### src/rtl/display_dma_pattern_source.sv
// Display DMA read-channel pattern source: streams whole frames of a
// selectable test pattern as 64-bit two-pixel beats with valid/ready.
//
// Ports:
//   io_peripheralClk     sole clock
//   io_peripheralReset   asynchronous active-high reset
//   cfg_enable           run frames while high
//   cfg_mode             0 solid, 1 ramp, 2 colour bars, 3 checker
//   cfg_color            {R,G,B} for solid mode
//   display_dma_rdata    pixel x at [31:0], pixel x+1 at [63:32]
//   display_dma_rvalid   beat valid
//   display_dma_rkeep    byte enables
//   display_dma_rready   sink accepts beat
//   frame_start          pulse on the first STREAM cycle of a frame
//   frame_done           pulse on the cycle after the last accept
//   frame_count          completed frames, wrapping
//   busy                 high in STREAM or GAP
module display_dma_pattern_source #(
    parameter int FRAME_WIDTH  = 1920,
    parameter int FRAME_HEIGHT = 1080,
    parameter int FRAME_GAP    = 16,
    parameter int BAR_SHIFT    = 8
) (
    input  logic        io_peripheralClk,
    input  logic        io_peripheralReset,
    input  logic        cfg_enable,
    input  logic [1:0]  cfg_mode,
    input  logic [23:0] cfg_color,
    output logic [63:0] display_dma_rdata,
    output logic        display_dma_rvalid,
    output logic [7:0]  display_dma_rkeep,
    input  logic        display_dma_rready,
    output logic        frame_start,
    output logic        frame_done,
    output logic [15:0] frame_count,
    output logic        busy
);

    typedef enum logic [1:0] {
        IDLE   = 2'd0,
        STREAM = 2'd1,
        GAP    = 2'd2
    } state_t;

    localparam logic [16:0] WIDTH17  = 17'(FRAME_WIDTH);
    localparam logic [15:0] LAST_Y   = 16'(FRAME_HEIGHT - 1);
    localparam logic [15:0] LAST_GAP = 16'(FRAME_GAP - 1);

    state_t      state, state_d;
    logic [15:0] x, x_d;
    logic [15:0] y, y_d;
    logic [15:0] gap_cnt, gap_d;
    logic [15:0] count_d;
    logic [1:0]  mode_q, mode_d;
    logic [23:0] color_q, color_d;
    logic [63:0] rdata_d;
    logic [7:0]  rkeep_d;
    logic        rvalid_d;
    logic        start_d;
    logic        done_d;
    logic        begin_frame;
    logic        last_x;
    logic        last_y;

    // Colour bars saturate at index 7 (black).
    function automatic logic [23:0] bar_rgb(input logic [15:0] px);
        logic [15:0] b;
        b = px >> BAR_SHIFT;
        bar_rgb = 24'h000000;
        if (b < 16'd7) begin
            case (b[2:0])
                3'd0:    bar_rgb = 24'hFFFFFF;
                3'd1:    bar_rgb = 24'hFFFF00;
                3'd2:    bar_rgb = 24'h00FFFF;
                3'd3:    bar_rgb = 24'h00FF00;
                3'd4:    bar_rgb = 24'hFF00FF;
                3'd5:    bar_rgb = 24'hFF0000;
                3'd6:    bar_rgb = 24'h0000FF;
                default: bar_rgb = 24'h000000;
            endcase
        end
    endfunction

    function automatic logic [31:0] pixel(
        input logic [1:0]  mode,
        input logic [23:0] color,
        input logic [15:0] px,
        input logic        row6,
        input logic        f0
    );
        logic [23:0] rgb;
        unique case (mode)
            2'd0:    rgb = color;
            2'd1:    rgb = {3{px[7:0]}};
            2'd2:    rgb = bar_rgb(px);
            default: rgb = (px[6] ^ row6 ^ f0) ? 24'hFFFFFF : 24'h000000;
        endcase
        return {8'h00, rgb};
    endfunction

    // Returns {rkeep, rdata}; the upper pixel is dropped past the line end.
    function automatic logic [71:0] beat(
        input logic [1:0]  mode,
        input logic [23:0] color,
        input logic [15:0] px,
        input logic        row6,
        input logic        f0
    );
        logic [15:0] nx;
        nx = px + 16'd1;
        if ({1'b0, nx} < WIDTH17)
            return {8'hFF, pixel(mode, color, nx, row6, f0),
                    pixel(mode, color, px, row6, f0)};
        else
            return {8'h0F, 32'h0, pixel(mode, color, px, row6, f0)};
    endfunction

    assign last_x = ({1'b0, x} + 17'd2) >= WIDTH17;
    assign last_y = (y == LAST_Y);
    assign busy   = (state != IDLE);

    always_comb begin
        state_d     = state;
        x_d         = x;
        y_d         = y;
        gap_d       = gap_cnt;
        count_d     = frame_count;
        mode_d      = mode_q;
        color_d     = color_q;
        rvalid_d    = display_dma_rvalid;
        rdata_d     = display_dma_rdata;
        rkeep_d     = display_dma_rkeep;
        start_d     = 1'b0;
        done_d      = 1'b0;
        begin_frame = 1'b0;

        unique case (state)
            IDLE: begin
                if (cfg_enable)
                    begin_frame = 1'b1;
            end
            STREAM: begin
                if (display_dma_rvalid && display_dma_rready) begin
                    if (last_x && last_y) begin
                        state_d  = GAP;
                        x_d      = 16'd0;
                        y_d      = 16'd0;
                        gap_d    = 16'd0;
                        rvalid_d = 1'b0;
                        rdata_d  = 64'h0;
                        rkeep_d  = 8'h00;
                        done_d   = 1'b1;
                        count_d  = frame_count + 16'd1;
                    end else begin
                        if (last_x) begin
                            x_d = 16'd0;
                            y_d = y + 16'd1;
                        end else begin
                            x_d = x + 16'd2;
                        end
                        {rkeep_d, rdata_d} = beat(mode_q, color_q, x_d,
                                                  y_d[6], frame_count[0]);
                    end
                end
            end
            GAP: begin
                if (gap_cnt == LAST_GAP) begin
                    if (cfg_enable)
                        begin_frame = 1'b1;
                    else
                        state_d = IDLE;
                end else begin
                    gap_d = gap_cnt + 16'd1;
                end
            end
            default: state_d = IDLE;
        endcase

        // Frame entry: latch config and present beat 0 with rvalid.
        if (begin_frame) begin
            state_d  = STREAM;
            x_d      = 16'd0;
            y_d      = 16'd0;
            mode_d   = cfg_mode;
            color_d  = cfg_color;
            rvalid_d = 1'b1;
            start_d  = 1'b1;
            {rkeep_d, rdata_d} = beat(cfg_mode, cfg_color, 16'd0,
                                      1'b0, frame_count[0]);
        end
    end

    always_ff @(posedge io_peripheralClk or posedge io_peripheralReset) begin
        if (io_peripheralReset) begin
            state              <= IDLE;
            x                  <= 16'd0;
            y                  <= 16'd0;
            gap_cnt            <= 16'd0;
            frame_count        <= 16'd0;
            mode_q             <= 2'd0;
            color_q            <= 24'h0;
            display_dma_rvalid <= 1'b0;
            display_dma_rdata  <= 64'h0;
            display_dma_rkeep  <= 8'h00;
            frame_start        <= 1'b0;
            frame_done         <= 1'b0;
        end else begin
            state              <= state_d;
            x                  <= x_d;
            y                  <= y_d;
            gap_cnt            <= gap_d;
            frame_count        <= count_d;
            mode_q             <= mode_d;
            color_q            <= color_d;
            display_dma_rvalid <= rvalid_d;
            display_dma_rdata  <= rdata_d;
            display_dma_rkeep  <= rkeep_d;
            frame_start        <= start_d;
            frame_done         <= done_d;
        end
    end

endmodule

### config.mk
export PLATFORM = sky130hd
export DESIGN_NAME = display_dma_pattern_source
export DESIGN_NICKNAME = d
export VERILOG_FILES = /design/src/rtl/display_dma_pattern_source.sv
export SDC_FILE = /design/constraint.sdc
export NUM_CORES = 1
export LEC_CHECK = 0
export CAP_MARGIN = 15
export CORE_MARGIN = 4
export CORE_UTILIZATION = 40
export CTS_BUF_LIST = sky130_fd_sc_hd__clkbuf_16
export DETAILED_ROUTE_END_ITERATION = 10
export GPL_TIMING_DRIVEN = 0
export PLACE_DENSITY_LB_ADDON = 0.12
export SYNTH_ARGS = -nofsm -noshare
export SYNTH_HDL_FRONTEND = slang
export SYNTH_SLANG_ARGS = --single-unit
### constraint.sdc
create_clock -name io_peripheralClk -period 5.9 [get_ports io_peripheralClk]
set_input_delay 0.885 -clock io_peripheralClk [delete_from_list [all_inputs] [get_ports io_peripheralClk]]
set_output_delay 0.885 -clock io_peripheralClk [all_outputs]
set_load 0.05 [all_outputs]
==> reports/results.ini, run 1 <==
[worst_setup_path]
crit_fanout = 10
slowest_stage = a2111oi_0
crit_chain = ha_1, clkbuf_1, nand2_1, o31ai_1, a31oi_1, o211a_1, buf_6, clkbuf_1, and2_1, ha_1, nand2_1, nor2_1, o211a_1, nand3b_1, a21oi_1, a21oi_1, a2111oi_0, a211oi_1
crit_path_start_kind = flop
worst_ep_required_time_ns = 6.20
worst-setup-path-type = reg2reg
cpPeakStageDelay_ns = 0.57
ff2ff_setup_slack_ns = 0.61
r2r_cells = 18
rr_endpoint = display_dma_rdata[45]
reg2reg_from = x[2]
arrival_ns = 5.59
end_kind = flop

[sta]
final-setup-viol-count = 0
holdWs_ns = 0.472
finalMaxSlewViolations = 0
fin_ws_ns = 0.610
hold_viol_final = 0
worst_pin_slew_ns = 0.877
fmax_mhz = 189
timing.slew.headroom_pct = 41.1
grt_setup_unrepaired = no
fin_crit_ns = 5.29
tns_ns = 0
fin_worst_skew_ns = 0.0112
fin_crit_sh_pct = 89.7

[cts]
cts_buffer_depth = 2
path_clk_slew_ns = 0.07
cts_max_level = 4
cts.sinks = 145
cts_setup_buffers = 0
clk_latency_ns = 0.44
cts_resized = 0
cts_tree = yes
postCtsHoldBufs = 0
numCtsBuffers = 17
root_buffer = clkbuf_16

[outcome]
status = completed

[detailed_routing]
via_count = 7706
first_iter_violations = 749
wire_per_inst_um = 20.5
first_pass_iters = 5
drc = 0
viasPerCell = 5.73
drtAntennaViolNets = 0
drt_wl_total_mm = 27.6

[min_path]
hold_depth = 1
worstHoldStart = frame_count[15]
hold_path.class = reg2reg
min_to = frame_count[15]

[synthesis]
yosysSeqAreaShare_pct = 44.6
synth_edf_count = 0
synth_flop_cell = dfrtp_1
yosys_warnings = 0
synth.distinct_cells = 65
ys_ff_latch = 145
netlist_area_um2 = 8140
syn-instance-count = 926
avgSynthCellArea_um2 = 8.79
async_flop_share_pct = 100

[finish]
num-fill-cells = 1846
fin_area_um2 = 10200
layout-drive-gt1-share_pct = 7.59
nets = 1104
layoutNonFillerInstCount = 1345
multi_input_area_um2 = 4090
diodes = 0
seq_area_um2 = 3630
area_delta_synth_final_pct = 25.0

[placed_design]
gp_congestion = 0.970
io_buffers = 105
dp_slack_ns = 0.816
placedInstanceArea_um2 = 9620
dp.cells = 1313
dp_hpwl_mm = 19.6

[power]
power_leakage_nw = 4.49
ir_worst_vdd_mv = 0.199
powerDensity_nw_per_um2 = 245

[global_routing]
grt_pass1_vias = 7306
grtUsageTotal_pct = 24.6
top_usage_layer = met2
grtUsageMet1_pct = 35.8
grt_pass1_wl_mm = 42.5
grt_use_met3_pct = 5.36
met2_usage_pct = 36.1
gr-total-overflow = 0
antenna_found_initial = 0
grt_start_max_net_pins = 87

[floorplan]
core_area_um2 = 19700
io_pins = 122
die_h_um = 151
num_rows = 51
start_util_pct = 41.3
die_area_um2 = 22700
die_w_um = 151

[job]
maxCapViolations = 0

sequential cells by signal, summed over array words and instances, names as in the netlist:
| signal | flops |
|---|---|
| color_q | 24 |
| display_dma_rdata | 48 |
| display_dma_rkeep | 2 |
| display_dma_rvalid | 1 |
| frame_count | 16 |
| frame_done | 1 |
| frame_start | 1 |
| gap_cnt | 16 |
| mode_q | 2 |
| state | 2 |
| x | 16 |
| y | 16 |
worst max-delay path by stage:
stage                  startpoint               endpoint  slack [ns]  depth (start not counted)
2_1_floorplan  io_peripheralReset             color_q[0]        1.12                          1
3_3_place_gp   io_peripheralReset   display_dma_rdata[7]       -1.22                          2
3_5_place_dp                 x[2]  display_dma_rdata[45]        0.82                         18
4_1_cts                      x[2]  display_dma_rdata[46]        0.81                         18
5_1_grt                      x[2]  display_dma_rdata[45]        0.39                         18
6_report                     x[2]  display_dma_rdata[45]        0.61                         18
cell families after synthesis:
family	share of synthesized area (%)
AO/OA/AOI/OAI	19.0
XOR/XNOR	5.59
adder cells (fa/ha/maj)	1.08
buffers and inverters	5.85
flip-flops	44.6
multiplexers	1.14
other	0.0461
AND/OR/NAND/NOR	22.7
report_power, final:
group | switching (mW) | internal [mW]
Clock | 0.472 | 0.584
Sequential | 0.0320 | 1.02
Combinational | 0.257 | 0.127
Total | 0.761 | 1.74
synthesized netlist by cell type, drive strengths merged (6+ instances only):
master	number	area, µm²
o22a	10	87.6
a21o	17	128
xnor2	31	272
dfrtp	145	3630
a211oi	17	128
clkbuf	35	131
nand2	131	492
nand4	22	153
xor2	21	184
o31ai	10	75.1
a31oi	10	62.6
and4	6	52.6
and3	19	119
buf	37	255
nor3	27	146
a21oi	68	340
ha	7	87.6
nand3	33	175
o21a	8	60.1
nor4	12	105
or3	12	75.1
inv	22	82.6
o21ai	59	299
nor2	83	312
metrics by stage:
stage | total power, mW | utilization, %
after floorplan | 1.32 | -
after global placement | 1.45 | 48.6
after detailed placement | 1.45 | 48.8
after CTS | 2.50 | 51.6
after global routing | 2.58 | 51.6
final | 2.50 | 51.6
area by class of cell:
cell class	instances	share of cell area (%)
Multi-Input combinational cell	700	40.2
Sequential cell	145	35.6
Timing Repair Buffer	107	10.7
Clock buffer	17	4.18
Buffer	72	3.80
Tap cell	265	3.26
Clock inverter	15	1.31
Inverter	24	0.934
worst max-delay path: cells and delay by family (launching register included):
family / cells / cell delay, ns
buffers and inverters: 3 / 0.83
DFF: 1 / 0.47
and+or+nand+nor: 5 / 0.84
AOI/OAI and AO/OA: 8 / 2.50
adders and majority gates: 2 / 0.49
layer usage:
layer	wire length, µm	up-vias	share of wire, %
li1	-	3572	-
met5	0	-	0
met2	12100	360	44
met4	862	0	3.1
met1	12400	3710	45
met3	2220	64	8.1
cell usage in the layout (no fill, tap or decap), types with 22 or more instances in the layout:
cell             synthesis  routed
clkbuf_1                35      35
a21oi_1                 68      68
nand3_1                 31      31
clkdlybuf4s50_1          0     105
xnor2_1                 31      31
inv_1                   22      22
nand2_1                131     131
o21ai_0                 57      57
nor2_1                  83      83
dfrtp_1                145     145
nor3_1                  26      26
buf_4                   24      25
Note: power is estimated with default switching activity, not from simulation.
==> run 2, diff against run 1 <==
Settings changed: REMOVE_ABC_BUFFERS from default to 1.
==> run 2 against run 1 <==
Via count decreased by 5.7%. Count of clock-buffer cells in the layout did not move. Maximum frequency decreased by 4.3%. Largest cell class unchanged. Non-clock buffer count decreased by 63. Critical path type unchanged.
==> reports/results.ini, run 2 (synthesis results as in run 1) <==
[sta]
fin_ws_ns = 0.370  ; -0.239 ns
fin_crit_sh_pct = 93.7  ; +4.1 points
grt_setup_unrepaired = no
final-setup-viol-count = 0  ; unchanged
fin_worst_skew_ns = 0.00904  ; -0.00213 ns
worst_pin_slew_ns = 1.08  ; +0.204 ns
fmax_mhz = 181  ; -4.3%
finalMaxSlewViolations = 0  ; unchanged
holdWs_ns = 0.478  ; +0.00557 ns
hold_viol_final = 0  ; unchanged
timing.slew.headroom_pct = 27.3  ; -14 points
tns_ns = 0  ; unchanged
fin_crit_ns = 5.53  ; +0.239 ns

[floorplan]
die_h_um = 151  ; unchanged
core_area_um2 = 19700  ; unchanged
start_util_pct = 41.3  ; unchanged
io_pins = 122  ; unchanged
die_w_um = 151  ; unchanged
die_area_um2 = 22700  ; unchanged
num_rows = 51  ; unchanged

[finish]
area_delta_synth_final_pct = 22.8
largest_reg_flops = 48  ; unchanged
largestRegisters = display_dma_rdata: 48 flops, color_q: 24 flops
diodes = 0  ; unchanged
nets = 1041  ; -5.7%
multi_input_area_um2 = 4120  ; +0.64%
regMostFlops = display_dma_rdata
layoutNonFillerInstCount = 1280  ; -4.8%
num-fill-cells = 1863  ; +0.92%
seq_area_um2 = 3630  ; unchanged
layout-drive-gt1-share_pct = 5.91  ; -1.7 points
final_common_cell = dfrtp_1
final_cell_mix = 145 x dfrtp_1, 130 x nand2_1, 105 x clkdlybuf4s50_1

[cts]
postCtsHoldBufs = 0  ; unchanged
clk_latency_ns = 0.42  ; -0.02 ns
cts_max_level = 4  ; unchanged
cts.sinks = 145  ; unchanged
root_buffer = clkbuf_16
cts_setup_buffers = 0  ; unchanged
numCtsBuffers = 17  ; unchanged
path_clk_slew_ns = 0.06  ; about the same
cts_buffer_depth = 2  ; unchanged
cts_tree = yes
cts_resized = 0  ; unchanged

[worst_setup_path]
crit_fanout = 17  ; +7
arrival_ns = 5.82  ; +0.23 ns
rr_endpoint = display_dma_rdata[46]
worst_ep_required_time_ns = 6.19  ; about the same
cp_top_family = compound AO/OA/AOI/OAI gates
worst-setup-path-type = reg2reg
slowest_stage = o211a_1
crit_path_start_kind = flop
crit_buf_inv = 0  ; -3
r2r_cells = 15  ; -3
end_kind = flop
ff2ff_setup_slack_ns = 0.37  ; -0.24 ns
cpPeakStageDelay_ns = 0.66  ; +0.09 ns
crit_chain = ha_1, nand2_1, nor3_1, mux2i_1, o211a_1, and2_1, ha_1, nand2_1, nor2_1, o211a_1, nand3b_1, a21oi_1, a21oi_1, a2111oi_0, a211oi_1
reg2reg_from = x[1]

[global_routing]
gr-total-overflow = 0  ; unchanged
antenna_found_initial = 0  ; unchanged
grtUsageTotal_pct = 22.2  ; -2.4 points
grtUsageMet1_pct = 31.3  ; -4.5 points
top_usage_layer = met2
grt_start_max_net_pins = 75  ; -14%
grt_pass1_wl_mm = 39.1  ; -7.9%
met2_usage_pct = 34.9  ; -1.3 points
grt_pass1_vias = 7022  ; -3.9%
grt_use_met3_pct = 4.70  ; -0.66 points

[placed_design]
gp_congestion = 0.857  ; -12%
io_buffers = 105  ; unchanged
dp.cells = 1248  ; -5.0%
dp_hpwl_mm = 16.8  ; -15%
dp_slack_ns = 0.552  ; -0.264 ns

[detailed_routing]
drtAntennaViolNets = 0  ; unchanged
drt_wl_total_mm = 24.5  ; -11%
first_pass_iters = 5  ; unchanged
first_iter_violations = 510  ; -32%
drc = 0  ; unchanged
wire_per_inst_um = 19.2  ; -6.5%
viasPerCell = 5.68  ; -0.91%
via_count = 7267  ; -5.7%

[min_path]
hold_path.class = reg2reg
min_to = color_q[17]
hold_depth = 2  ; +1
worstHoldStart = color_q[17]

[power]
powerDensity_nw_per_um2 = 245  ; -0.30%
power_leakage_nw = 4.36  ; -2.9%
ir_worst_vdd_mv = 0.192  ; -3.5%

[outcome]
status = completed

[job]
maxCapViolations = 0  ; unchanged

-- run 2: stage by stage --
step	power [mW]	util, %	cell area (µm²)
global route	2.55	50.7	10000
global placement	1.43	46.6	9200
CTS	2.47	50.6	9970
floorplan	1.30	-	7810
detailed placement	1.43	47.8	9420
finish	2.45	50.7	10000
-- run 2: worst max-delay path by stage --
stage | start | to | slack [ns] | cells past startpoint
finish | x[1] | display_dma_rdata[46] | 0.37 | 15
global route | x[1] | display_dma_rdata[45] | 0.07 | 15
CTS | x[1] | display_dma_rdata[46] | 0.54 | 15
detailed placement | x[1] | display_dma_rdata[46] | 0.55 | 15
global placement | cfg_enable | display_dma_rdata[42] | -2.11 | 7
floorplan | io_peripheralReset | color_q[0] | 1.12 | 1
-- run 2: cell type report --
type | count | share of cell area, %
Inverter | 24 | 0.963
Clock buffer | 17 | 4.25
Timing Repair Buffer | 116 | 12.8
Sequential cell | 145 | 36.3
Multi-Input combinational cell | 700 | 41.2
Tap cell | 265 | 3.31
Clock inverter | 13 | 1.24
-- run 2: worst register-to-register path, cell delays in order (launching register included) --
cell	delay (ns)
dfrtp_1	0.61
ha_1	0.50
nand2_1	0.25
nor3_1	0.35
mux2i_1	0.47
o211a_1	0.66
and2_1	0.23
ha_1	0.22
nand2_1	0.14
nor2_1	0.21
o211a_1	0.28
nand3b_1	0.10
a21oi_1	0.48
a21oi_1	0.27
a2111oi_0	0.54
a211oi_1	0.08
-- run 2: power breakdown --
| group | internal, mW | total (mW) | switching (mW) | leakage [nW] |
|---|---|---|---|---|
| Clock | 0.609 | 1.03 | 0.424 | 0.259 |
| Sequential | 1.02 | 1.07 | 0.0444 | 1.83 |
| Combinational | 0.116 | 0.343 | 0.227 | 2.27 |
-- run 2: metal layers --
| layer | vias up | wire (µm) |
|---|---|---|
| met1 | 3587 | 11400 |
| li1 | 3451 | - |
| met5 | - | 0 |
| met2 | 190 | 11400 |
| met3 | 39 | 1280 |
| met4 | 0 | 453 |
==> run 3, diff against run 2 <==
Settings changed: GPL_TIMING_DRIVEN 0 to default, MAX_ROUTING_LAYER from default to met4.
==> run 3 against run 2 <==
Critical path depth did not move. Combinational power about the same. Sequential share of layout area rose by 0.27 points. Critical path type unchanged. Largest cell class unchanged. Highest routed layer unchanged.
==> reports/results.ini, run 3 (synthesis results as in run 1) <==
[outcome]
status = completed

[global_routing]
grt_start_max_net_pins = 56  ; -25%
grtUsageTotal_pct = 23.3  ; +1.0 points
antenna_found_initial = 0  ; unchanged
grt_pass1_vias = 7189  ; +2.4%
grt_pass1_wl_mm = 39.9  ; +2.1%
gr-total-overflow = 0  ; unchanged

[finish]
final_cell_mix = 145 x dfrtp_1, 130 x nand2_1, 105 x clkdlybuf4s50_1
final_common_cell = dfrtp_1
largestRegisters = display_dma_rdata: 48 flops, color_q: 24 flops
regMostFlops = display_dma_rdata
diodes = 0  ; unchanged
largest_reg_flops = 48  ; unchanged
area_delta_synth_final_pct = 21.9
layout-drive-gt1-share_pct = 5.98  ; +0.069 points
nets = 1044  ; +0.29%

[detailed_routing]
drt_wl_total_mm = 25.3  ; +3.0%
wire_per_inst_um = 19.7  ; +2.6%
drc = 0  ; unchanged
first_iter_violations = 546  ; +7.1%
first_pass_iters = 5  ; unchanged
viasPerCell = 5.69  ; +0.20%
via_count = 7310  ; +0.59%
drtAntennaViolNets = 0  ; unchanged

[floorplan]
io_pins = 122  ; unchanged
die_area_um2 = 22700  ; unchanged
core_area_um2 = 19700  ; unchanged
start_util_pct = 41.3  ; unchanged
die_w_um = 151  ; unchanged
die_h_um = 151  ; unchanged
num_rows = 51  ; unchanged

[placed_design]
gp_congestion = 0.915  ; +6.7%
io_buffers = 105  ; unchanged
dp_hpwl_mm = 17.3  ; +3.2%

[cts]
clk_latency_ns = 0.43  ; about the same
root_buffer = clkbuf_16
cts.sinks = 145  ; unchanged
postCtsHoldBufs = 0  ; unchanged
numCtsBuffers = 17  ; unchanged
cts_tree = yes
cts_setup_buffers = 0  ; unchanged
path_clk_slew_ns = 0.06  ; about the same
cts_buffer_depth = 2  ; unchanged
cts_resized = 0  ; unchanged
cts_max_level = 4  ; unchanged

[sta]
final-setup-viol-count = 0  ; unchanged
finalMaxSlewViolations = 0  ; unchanged
fin_worst_skew_ns = 0.00881  ; -0.000227 ns
grt_setup_unrepaired = no
worst_pin_slew_ns = 1.01  ; -0.0687 ns
fmax_mhz = 205  ; +13%
hold_viol_final = 0  ; unchanged
fin_crit_ns = 4.88  ; -0.651 ns
timing.slew.headroom_pct = 32.0  ; +4.6 points
fin_crit_sh_pct = 82.7  ; -11 points
tns_ns = 0  ; unchanged

[job]
maxCapViolations = 0  ; unchanged

[power]
ir_worst_vdd_mv = 0.185  ; -3.7%
powerDensity_nw_per_um2 = 258  ; +5.7%
total_power_mw = 2.57  ; +4.9%
swShare_pct = 28.2  ; -0.27 points
power.switching_mw = 0.723  ; +3.9%
clock_power_share_pct = 44.9  ; +2.6 points
power_leakage_nw = 4.36  ; about the same
combPwrFrac_pct = 13.4  ; -0.6 points
internal-power_mw = 1.84  ; +5.3%
seqPwrFrac_pct = 41.7  ; -2.0 points

[worst_setup_path]
cpPeakStageDelay_ns = 0.63  ; -0.03 ns
crit_fanout = 17  ; unchanged
crit_chain = ha_1, nand2_1, nor3_1, mux2i_1, o211a_1, and2_1, ha_1, nand2_1, nor2_1, o211a_1, nand3b_1, a21oi_1, a21oi_1, a2111oi_0, a211oi_1
worst_ep_required_time_ns = 6.20  ; about the same
worst-setup-path-type = reg2reg
ff2ff_setup_slack_ns = 1.02  ; +0.65 ns
slowest_stage = o211a_1
end_kind = flop
arrival_ns = 5.18  ; -0.64 ns
crit_path_start_kind = flop

[min_path]
hold_path.class = reg2reg

[run 3: cell types whose count changed in the layout (fill, tap and decap cells not counted), moves of 2 or more]
cell        before  now
clkinv_4         0    2
inv_6            1    4
clkinvlp_4       5    0
clkinv_2         4    2
buf_4            2   14
clkinv_1         3    5
buf_16           6    0
bufinv_16        2    4
[run 3: per-layer routing]
layer | track usage (%) | part of all wire (%) | vias to the layer above
li1 | - | - | 3447
met1 | 32.7 | 46 | 3606
met2 | 35.5 | 47 | 218
met3 | 3.76 | 5.3 | 39
met4 | 5.58 | 1.7 | 0
met5 | - | 0 | -
[run 3: through the flow]
step / area, µm² / hold WS [ns] / util [%] / std cells / setup slack [ns]
after global placement: 9320 / 0.459 / 47.2 / 1253 / 1.37
after CTS: 9930 / 0.476 / 50.4 / 1285 / 1.16
after detailed placement: 9320 / 0.463 / 47.2 / 1253 / 1.21
after global routing: 9930 / 0.482 / 50.4 / 1285 / 0.624
after floorplan: 7810 / 0.446 / - / 869 / 1.12
final: 9930 / 0.468 / 50.4 / 1285 / 1.02
[run 3: path summary, 6_finish.rpt]
check,from,end,cells past startpoint
max,x[1],display_dma_rdata[45],15
min,frame_count[15],frame_count[15],1
max reg2reg,x[1],display_dma_rdata[45],15
min reg2reg,frame_count[15],frame_count[15],1
max in group asynchronous,io_peripheralReset,color_q[10],3
min in group asynchronous,io_peripheralReset,frame_done,2
[run 3: power by group through the flow]
stage	combinational (mW)	clock (mW)	sequential (mW)
finish	0.345	1.15	1.07
global route	0.370	1.22	1.08
CTS	0.347	1.17	1.07
detailed placement	0.345	0	1.09
global placement	0.345	0	1.09
floorplan	0.149	0	1.15
[run 3: final cells by class]
type / instances / area (µm²)
repair buffers: 119 / 1160
inverters: 24 / 95.1
clock inverters: 15 / 189
fillers: 1885 / 9790
clock buffers: 17 / 425
flip-flops and latches: 145 / 3630
multi-input cells: 700 / 4100
well taps: 265 / 332
[run 3: critical path, delay by kind of cell (launching register included)]
kind	cells	cell delay, ns
flip-flops	1	0.55
AND/OR/NAND/NOR	6	1.15
multiplexers	1	0.41
adder cells (fa/ha/maj)	2	0.71
AO/OA/AOI/OAI	6	1.94
